===== src/rtl/knn_pkg.sv =====
// Shared constants for the k-NN controller: default sizes, pipeline latencies
// and FSM state encodings.
package knn_pkg;

    localparam int DEF_NBR_TESTP = 4;
    localparam int DEF_NBR_DATAP = 4;

    localparam int unsigned MEM_LAT  = 1;
    localparam int unsigned DIST_LAT = 1;

    typedef logic [2:0] state_t;

    localparam state_t S_IDLE  = 3'd0;
    localparam state_t S_CLR   = 3'd1;
    localparam state_t S_RUN   = 3'd2;
    localparam state_t S_DRAIN = 3'd3;
    localparam state_t S_WRITE = 3'd4;
    localparam state_t S_DONE  = 3'd5;

endpackage


===== src/rtl/knn_ctrl_pipe.sv =====
// Enable delay line: follows data_ren through memory and distance latency,
// tapping en_dist after the memory stage and en_list at the end.
module knn_ctrl_pipe
    import knn_pkg::*;
#(
    parameter int unsigned DEPTH    = MEM_LAT + DIST_LAT,
    parameter int unsigned DIST_TAP = MEM_LAT
)(
    input  logic clk,
    input  logic rst,
    input  logic clr,
    input  logic data_ren,
    output logic en_dist,
    output logic en_list
);

    logic [DEPTH-1:0] line;

    always_ff @(posedge clk or posedge rst) begin
        if (rst) begin
            line <= '0;
        end else if (clr) begin
            line <= '0;
        end else begin
            line[0] <= data_ren;
            for (int unsigned i = 1; i < DEPTH; i++) begin
                line[i] <= line[i-1];
            end
        end
    end

    assign en_dist = line[DIST_TAP-1];
    assign en_list = line[DEPTH-1];

endmodule


===== src/rtl/knn_ctrl.sv =====
// k-NN run controller: sequences test/data memory reads, list clears/inserts and
// result writes. Define KNN_CTRL_PERF_EN to build the busy-cycle counter.
module knn_ctrl
    import knn_pkg::*;
#(
    parameter  int NBR_TESTP = DEF_NBR_TESTP,
    parameter  int NBR_DATAP = DEF_NBR_DATAP,
    localparam int TP_W      = (NBR_TESTP > 1) ? $clog2(NBR_TESTP) : 1,
    localparam int DP_W      = (NBR_DATAP > 1) ? $clog2(NBR_DATAP) : 1
)(
    input  logic            clk,
    input  logic            rst,
    input  logic            start,
    input  logic            abort,
    output logic            busy,
    output logic            done,
    output logic            test_ren,
    output logic [TP_W-1:0] test_addr,
    output logic            data_ren,
    output logic [DP_W-1:0] data_addr,
    output logic            en_dist,
    output logic            rst_list,
    output logic            en_list,
    output logic            res_we,
    output logic [TP_W-1:0] res_addr,
    output logic [31:0]     cycles
);

    localparam logic [TP_W-1:0] T_LAST = TP_W'(NBR_TESTP - 1);
    localparam logic [DP_W-1:0] D_LAST = DP_W'(NBR_DATAP - 1);

    state_t          state, state_n;
    logic [TP_W-1:0] t, t_n;
    logic [DP_W-1:0] d, d_n;
    logic            drain, drain_n;

    always_comb begin
        state_n = state;
        t_n     = t;
        d_n     = d;
        drain_n = drain;
        if (abort) begin
            state_n = S_IDLE;
            t_n     = '0;
            d_n     = '0;
            drain_n = 1'b0;
        end else begin
            case (state)
                S_IDLE: begin
                    if (start) begin
                        state_n = S_CLR;
                        t_n     = '0;
                        d_n     = '0;
                    end
                end
                S_CLR: state_n = S_RUN;
                S_RUN: begin
                    if (d == D_LAST) begin
                        state_n = S_DRAIN;
                        drain_n = 1'b0;
                    end else begin
                        d_n = d + DP_W'(1);
                    end
                end
                // drain flags the second of the two drain cycles
                S_DRAIN: begin
                    if (drain) begin
                        state_n = S_WRITE;
                        drain_n = 1'b0;
                    end else begin
                        drain_n = 1'b1;
                    end
                end
                S_WRITE: begin
                    if (t == T_LAST) begin
                        state_n = S_DONE;
                    end else begin
                        state_n = S_CLR;
                        t_n     = t + TP_W'(1);
                        d_n     = '0;
                    end
                end
                S_DONE:  state_n = S_IDLE;
                default: state_n = S_IDLE;
            endcase
        end
    end

    // Strobes are registered from the next-state decode so they align with the state.
    always_ff @(posedge clk or posedge rst) begin
        if (rst) begin
            state    <= S_IDLE;
            t        <= '0;
            d        <= '0;
            drain    <= 1'b0;
            busy     <= 1'b0;
            done     <= 1'b0;
            test_ren <= 1'b0;
            rst_list <= 1'b0;
            data_ren <= 1'b0;
            res_we   <= 1'b0;
        end else begin
            state    <= state_n;
            t        <= t_n;
            d        <= d_n;
            drain    <= drain_n;
            busy     <= (state_n != S_IDLE);
            done     <= (state_n == S_DONE);
            test_ren <= (state_n == S_CLR);
            rst_list <= (state_n == S_CLR);
            data_ren <= (state_n == S_RUN);
            res_we   <= (state_n == S_WRITE);
        end
    end

    assign test_addr = t;
    assign res_addr  = t;
    assign data_addr = d;

    knn_ctrl_pipe #(
        .DEPTH    (MEM_LAT + DIST_LAT),
        .DIST_TAP (MEM_LAT)
    ) u_pipe (
        .clk      (clk),
        .rst      (rst),
        .clr      (abort),
        .data_ren (data_ren),
        .en_dist  (en_dist),
        .en_list  (en_list)
    );

`ifdef KNN_CTRL_PERF_EN
    always_ff @(posedge clk or posedge rst) begin
        if (rst) begin
            cycles <= '0;
        end else if (state == S_IDLE) begin
            if (start && !abort) begin
                cycles <= '0;
            end
        end else begin
            cycles <= cycles + 32'd1;
        end
    end
`else
    assign cycles = '0;
`endif

endmodule


===== config.mk =====
export PLATFORM = sky130hd
export DESIGN_NAME = knn_ctrl
export DESIGN_NICKNAME = d
export VERILOG_FILES = /design/src/rtl/knn_pkg.sv /design/src/rtl/knn_ctrl_pipe.sv /design/src/rtl/knn_ctrl.sv
export SDC_FILE = /design/constraint.sdc
export NUM_CORES = 1
export LEC_CHECK = 0
export ABC_CLOCK_PERIOD_IN_PS = 2200
export BUFFER_PORTS_ARGS = -buffer_cell sky130_fd_sc_hd__buf_2
export CORE_UTILIZATION = 39
export CTS_CLUSTER_SIZE = 8
export DETAILED_ROUTE_END_ITERATION = 10
export GPL_TIMING_DRIVEN = 0
export PLACE_DENSITY = 0.69
export SLEW_MARGIN = 20
export SYNTH_ARGS = -nofsm -noshare
export SYNTH_HDL_FRONTEND = slang
export SYNTH_HIERARCHICAL = 1
export SYNTH_SLANG_ARGS = --single-unit

===== constraint.sdc =====
create_clock -name clk -period 2.2 [get_ports clk]
set_clock_uncertainty 0.05 [all_clocks]
set_input_delay 0.44 -clock clk [delete_from_list [all_inputs] [get_ports clk]]
set_output_delay 0.44 -clock clk [all_outputs]
set_load 0.02 [all_outputs]

# Yosys cells after proc, flatten, opt, wreduce, memory -nomap -nowiden
# Cells that the tools add are included.
# word_totals
register_bits	15
in_bits	4
output_inout_bits	46
elab_cells	53
# classes
add_sub_neg	2
eq_ne	14
n_mux	19
reduce_logical	8
# ops
op	n
3-bit two-way mux	5
3-bit one-hot mux with 5 select lines	1
2-bit two-way mux	7
3-bit inequality test (second input constant)	4
3-bit by 2-bit equality test with 1-bit output (second input constant)	3
3-bit equality test (second input constant)	3
3-bit nonzero test	3
3-bit by 1-bit equality test with 1-bit output (second input constant)	2
2-bit one-hot mux with 3 select lines	1
2-bit by 1-bit adder with 2-bit output (second input constant)	2
2-bit equality test (second input constant)	2
2-bit one-hot mux with 2 select lines	1
4-bit AND reduction	1
4-bit nonzero test	1
3-bit logical NOT	1
1-bit two-way mux	3
3-bit AND reduction	1
1-bit one-hot mux with 2 select lines	1
2-bit AND reduction	1

# Depth between registers and ports, before layout
# Gate-level depths: netlist (run 1).
# logic_depth
ltp_word	5
ltp_mapped	4
depth_no_buf	4

# By module
# The synthesis (run 1) kept the hierarchy.
# modules_own_cells
mod	n_inst	cells_each	area_per_inst_um2	seq_area_each_um2
knn_ctrl	1	101	985.9	325.3
knn_ctrl_pipe	1	5	66.3	50.0

# Worst setup path before layout (run 1)
# OpenSTA, ideal clock, no wires.
# synth_path
path_type	reg-to-reg
start	reg d[0] (netlist: data_addr[0])
end	reg res_we
setup_time_ns	0.094
t_arrival_ns	1.315
required_time_ns	2.056
setup_slack_ns	0.741
path_stages_with_launch	5
n_path_buf	0
period_less_slack_ns	1.459
path_cell_list	dfrtp_1 > ha_1 > mux2i_1 > o221ai_2 > a221oi_2
# synth_between
elab_chain_len	5
# synth_rtl
element	line	rtl
from (decl)	knn_ctrl.sv:34	logic [DP_W-1:0] d, d_n;
from (signal assigned)	knn_ctrl.sv:105	d <= d_n;
2-bit equality test	knn_ctrl.sv:58	if (d == D_LAST) begin
3-bit two-way mux	knn_ctrl.sv:58	
3-bit one-hot mux with 5 select lines	knn_ctrl.sv:48	case (state)
3-bit two-way mux	knn_ctrl.sv:42	if (abort) begin
3-bit equality test	knn_ctrl.sv:112	res_we <= (state_n == S_WRITE);
to (signal assigned)	knn_ctrl.sv:112	
to (decl)	knn_ctrl.sv:24	output logic res_we,
# No other way between the ends.
# A chain may end at the register's enable or synchronous reset.

# Worst setup path in the final report (run 1)
# Same ends and word-level chain as after synthesis.

==> metrics.cfg, run 1 <==
[status]
status = finished, final reports clean

[global_routing]
grt_pass1_vias = 658
grt_pass1_wl_mm = 2.85
grt_max_degree = 14
grt_overflow = 0
track_usage = 0.143
antenna_found_initial = 0

[final_layout]
num_antenna_cells = 0
multiInputGateArea_um2 = 473
register_area_um2 = 375
final_layout_size_suffix_gt1_frac = 0.428
final_nets = 166
fillers = 236
layout-area-overhead-vs-synth_pct = 26.2

[floorplanning]
rows = 18
die_x_um = 53.9
die_height_um = 53.9
dieArea_um2 = 2910
start_util = 0.417
io_pins = 50
design.core.area_um2 = 2520

[worst_setup_path]
cp_data_required_time_ns = 2.35
worstSetupStartpoint = data_addr[0]
crit_fanout = 5
r2r_cells = 4
endpoint_kind = flip-flop
path_class = reg -> reg
critPathArrivalTime_ns = 1.68
r2r_end = res_we
crit_end = res_we
r2r_start = data_addr[0]
r2r_slack_ns = 0.67
start_kind = flip-flop

[clock_network]
cts_tree = built
cts-resized-gates = 0
cts-root-buf = clkbuf_4
cts_made_buffers = 3
clk_pin_slew_ns = 0.09
cts.sinks = 15
clk_latency_ns = 0.29
post_cts_buffers = 0
htreeDepth = 1
cts_buffer_depth = 2

[power]
ir_drop_mv = 0.251
p_leak_uw = 0.000759
power_uw = 649
powerDensity_nw_per_um2 = 489

[worst_hold_path]
hold_path_class = in -> reg

[place]
gp_congestion = 0.819
port_buffers = 17
dp.final_hpwl_mm = 1.40

[sta]
slew-limit-headroom = 0.643
setup_viol_count_final = 0
hold_ws_ns = 0.348
min_period_over_period = 0.697
tightest_slew_ns = 0.535
clock.fmax_ghz = 0.652
fin_setup_tns_ns = 0
hold_viol = 0
layout_min_cycle_time_ns = 1.53
slew_viol_final = 0
grt_setup_unrepaired = false

[logic_synthesis]
synth.distinct_cells = 33
ys.warnings.count = 6
synth_cells = 106
ys_seq_area_frac = 0.357
synth_area_um2 = 1050
synth_area_per_cell_um2 = 9.93
ys_ff_latch = 15

[routing]
ant_nets = 0
detail_route.wl_per_cell_um = 10.0
via_per_inst = 4.13
vias = 780
finalWirelength_mm = 1.89
dr.pass1.iters = 2
drt-initial-drc-count = 14
drcViolationCount = 0

[run]
cap_violations = 0

layer usage:
metal | GRT usage | part of all wire | wire length [um]
met3 | 0.0339 | 0.055 | 105
met2 | 0.253 | 0.51 | 958
met4 | 0.0789 | 0.021 | 40
met5 | 0 | 0 | 0
met1 | 0.155 | 0.42 | 788
synth_stat cells:
master / number / area (um^2)
nand3_1: 3 / 15.0
conb_1: 1 / 3.75
nor3b_1: 1 / 7.51
and2_1: 1 / 6.26
nor4b_4: 1 / 23.8
o311ai_1: 1 / 8.76
buf_2: 1 / 5.00
ha_1: 2 / 25.0
buf_6: 2 / 22.5
nor4_2: 1 / 12.5
mux2i_1: 2 / 20.0
o31ai_2: 2 / 25.0
nand2_1: 2 / 7.51
nor3_2: 1 / 10.0
nor3_1: 4 / 20.0
a21boi_1: 1 / 7.51
a21oi_1: 3 / 15.0
and3_1: 2 / 12.5
dfrtp_1: 15 / 375
nand4_1: 1 / 6.26
nor2b_1: 4 / 25.0
or2_4: 1 / 8.76
o21a_1: 3 / 22.5
a221oi_2: 1 / 15.0
nor2_1: 2 / 7.51
o221ai_2: 1 / 15.0
o31ai_1: 1 / 7.51
a21oi_2: 1 / 8.76
buf_4: 36 / 270
nand2b_1: 1 / 6.26
or3b_1: 1 / 8.76
o21ai_1: 1 / 5.00
inv_1: 6 / 22.5
worst max-delay path, cell delays in order, from the launching register on:
cell and delay (ns):
dfrtp_1 0.43, ha_1 0.29, mux2i_1 0.21, o221ai_2 0.18
a221oi_2 0.28
logic make-up after synthesis:
group | share of synthesized area
buf+inv | 0.304
fa+ha+maj | 0.0238
mux | 0.0190
flops | 0.357
compound gates | 0.124
other cells | 0.00356
simple gates | 0.169
worst min path at each step:
stage,start,endpoint,cells past startpoint
CTS,abort,u_pipe/line[1],2
global route,abort,u_pipe/line[1],2
finish,abort,u_pipe/line[1],2
global placement,rst,u_pipe/line[1],2
detailed placement,rst,u_pipe/line[1],2
floorplan,rst,u_pipe/line[0],1
where the power goes:
| part | leakage (uW) | switching [uW] | total (uW) | internal, uW |
|---|---|---|---|---|
| registers | 0.000205 | 7.51 | 294 | 286 |
| logic | 0.000539 | 115 | 194 | 78.3 |
| clock network | 0.0000150 | 91.1 | 162 | 70.6 |
registers in the layout, indices dropped and copies added, names as in the netlist:
register and flops:
busy 1, data_addr 2, data_ren 1, done 1, drain 1, res_addr 2
res_we 1, rst_list 1, state 3, u_pipe/line 2
cell type report:
type / count / share of cell area
buffer: 39 / 0.224
clock buffer: 4 / 0.0198
inverter: 6 / 0.0170
multi-input combinational: 77 / 0.356
sequential: 15 / 0.283
tap: 30 / 0.0283
timing repair buffer: 18 / 0.0716
through the flow:
stage	util	setup WS [ns]	instances	cell area [um^2]
4_1_cts	0.526	0.684	189	1330
3_5_place_dp	0.512	0.714	184	1290
2_1_floorplan	-	0.741	137	1170
5_1_grt	0.526	0.551	189	1330
6_report	0.526	0.667	189	1330
3_3_place_gp	0.512	0.727	184	1290
cells in the final DEF, fill, tap and decap left out, types with 2 or more instances in the layout:
| cell type | synthesis | layout |
|---|---|---|
| buf_6 | 2 | 2 |
| buf_2 | 1 | 18 |
| a21oi_1 | 3 | 3 |
| clkbuf_4 | 0 | 3 |
| nand2_1 | 2 | 2 |
| nor2b_1 | 4 | 4 |
| nand3_1 | 3 | 3 |
| o31ai_2 | 2 | 2 |
| o21a_1 | 3 | 3 |
| buf_4 | 36 | 36 |
| conb_1 | 1 | 32 |
| ha_1 | 2 | 2 |
| mux2i_1 | 2 | 2 |
| dfrtp_1 | 15 | 15 |
| nor2_1 | 2 | 2 |
| and3_1 | 2 | 2 |
| nor3_1 | 4 | 4 |
| inv_1 | 6 | 6 |
repair_timing:
| item | in CTS | in global routing |
|---|---|---|
| endpoints found under the setup margin | 0 | 0 |
| hold endpoints to repair | 2 | 0 |
| hold buffers | 1 | 0 |
No activity file was read; power rests on OpenSTA's default activity.
==> run 2: changes to the inputs <==
Settings changed: ABC_AREA set to 1, ABC_CLOCK_PERIOD_IN_PS 2200 to 1600, PLACE_DENSITY 0.69 to 0.7.
Clock period 2.2 ns to 1.6 ns, I/O delays scaled along.
==> metrics.cfg, run 2 <==
[clock_network]
cts_buffer_depth = 2
cts-root-buf = clkbuf_4
cts_tree = built
cts.sinks = 15
cts_made_buffers = 3
post_cts_buffers = 0
htreeDepth = 1
cts_hold_buffers = 1
cts-resized-gates = 0
clk_latency_ns = 0.28
clk_pin_slew_ns = 0.09

[worst_hold_path]
hold_path_class = in -> reg
worstHoldStart = abort

[global_routing]
grt_pass1_wl_mm = 2.46
antenna_found_initial = 0
grt_overflow = 0
grt_max_degree = 14
track_usage = 0.122
grt_pass1_vias = 613

[logic_synthesis]
synth_cells = 121
synth.top_cell.area_share = 0.366
synthTopCellsByCount = 35 x buf_4, 15 x dfrtp_1, 14 x nand2_1, 12 x inv_1, 8 x nor2_1
ys.warnings.count = 6
synth_area_um2 = 1020
async_flop_share = 1.00
synth.area.top_cells = dfrtp_1 37%, buf_4 26%, nand2_1 5.1%, inv_1 4.4%, nand3_1 3.4%
ys_seq_area_frac = 0.366
synth.distinct_cells = 21
synth_top_area_cell = dfrtp_1
ys_ff_latch = 15
synth.most_common_cell = buf_4
synth-edff-count = 0
synth_area_per_cell_um2 = 8.47
synth_ff_type = dfrtp_1

[final_layout]
final_common_cell = buf_4
layout_common_cells = 35 x buf_4, 32 x conb_1, 17 x buf_2, 15 x dfrtp_1, 14 x nand2_1
fillers = 254
multiInputGateArea_um2 = 439
final_layout_size_suffix_gt1_frac = 0.420
register_area_um2 = 375
layout-area-overhead-vs-synth_pct = 26.9
final_nets = 181
largest_reg_flops = 3
num_antenna_cells = 0
top_register = state

[worst_setup_path]
endpoint_kind = primary output
cpMaxStageDelayCell = dfrtp_1
crit_fanout = 5
start_kind = flip-flop
slowest_delay_ns = 0.43
r2r_start = res_addr[0]
worstSetupStartpoint = res_addr[0]
critPathArrivalTime_ns = 1.00
cp_data_required_time_ns = 1.23
r2r_slack_ns = 0.24
r2r_end = data_addr[1]
crit_end = test_addr[0]
crit_chain = buf_4 > buf_2
r2r_cells = 7
path_class = reg -> out

[floorplanning]
design.core.area_um2 = 2480
dieArea_um2 = 2840
die_x_um = 53.3
start_util = 0.414
io_pins = 50
rows = 18
die_height_um = 53.3

[sta]
final.setup.worst_slack_ns = 0.229
slew_viol_final = 0
fin_setup_tns_ns = 0
hold_viol = 0
layout_min_cycle_time_ns = 1.37
min_period_over_period = 0.857
clock.fmax_ghz = 0.729
grt_setup_unrepaired = false
setup_viol_count_final = 0

[place]
gp_congestion = 0.749
dpl_worst_slack_ns = 0.256
port_buffers = 17
dp.final_hpwl_mm = 1.27

[routing]
ant_nets = 0
vias = 777
drt-initial-drc-count = 8
wl_met1_um = 592
wl_met3_um = 115
wl_met2_um = 807
via_per_inst = 3.81
dr.pass1.iters = 3
drcViolationCount = 0
highest_layer = met4
finalWirelength_mm = 1.56
detail_route.wl_per_cell_um = 7.62

[power]
powerDensity_nw_per_um2 = 668
ir_drop_mv = 0.325
p_leak_uw = 0.000817

[run]
cap_violations = 0

[status]
status = finished, final reports clean

==> run 2: cell types whose count changed in the layout (fill, tap and decap cells not counted), moves of 5 or more <==
cell and change:
nor2_2 +5, nor2_1 +6, inv_1 +6, nand2_1 +12
==> run 2: critical path: cells and delay by family, from the launching register on <==
family | cells | cell delay [ns]
buffers and inverters | 2 | 0.29
flip-flops | 1 | 0.43
==> run 2: kinds of logic after synthesis <==
group / share of synthesized area
buffers and inverters: 0.319
and+or+nand+nor: 0.254
DFF: 0.366
AOI/OAI and AO/OA: 0.0330
adders and majority gates: 0.0244
other: 0.00366
==> run 2: how the worst min path moves through the flow <==
| stage | endpoint | slack [ns] | cells past startpoint |
|---|---|---|---|
| 2_1_floorplan | u_pipe/line[0] | 0.01 | 1 |
| 3_3_place_gp | u_pipe/line[0] | 0.13 | 2 |
| 3_5_place_dp | u_pipe/line[0] | 0.13 | 2 |
| 4_1_cts | u_pipe/line[1] | 0.25 | 2 |
| 6_report | u_pipe/line[1] | 0.26 | 2 |
| 5_1_grt | u_pipe/line[1] | 0.25 | 2 |
==> run 2: routing by layer <==
| metal | up-vias | track usage |
|---|---|---|
| met2 | 26 | 0.219 |
| met1 | 330 | 0.129 |
| met4 | 0 | 0.0789 |
| li1 | 416 | - |
| met3 | 5 | 0.0201 |
| met5 | - | 0 |
==> run 2: area by class of cell <==
cell class                 instances  area share
multi-input combinational         87       0.338
inverter                          14      0.0404
tap                               30      0.0289
buffer                            36       0.211
sequential                        15       0.289
timing repair buffer              18      0.0731
clock buffer                       4      0.0202
==> run 2: stage by stage <==
| stage | cell area (um^2) | utilization | hold WS [ns] | std cells | total power [uW] |
|---|---|---|---|---|---|
| floorplan | 1140 | - | 0.0112 | 152 | 625 |
| global placement | 1260 | 0.510 | 0.127 | 199 | 654 |
| detailed placement | 1260 | 0.510 | 0.130 | 199 | 658 |
| CTS | 1300 | 0.525 | 0.253 | 204 | 875 |
| global route | 1300 | 0.525 | 0.255 | 204 | 923 |
| finish | 1300 | 0.525 | 0.259 | 204 | 869 |
==> run 2: where the power goes <==
group,internal (uW),switching (uW)
sequential,394,12.5
combinational,94.0,153
clock,96.8,118
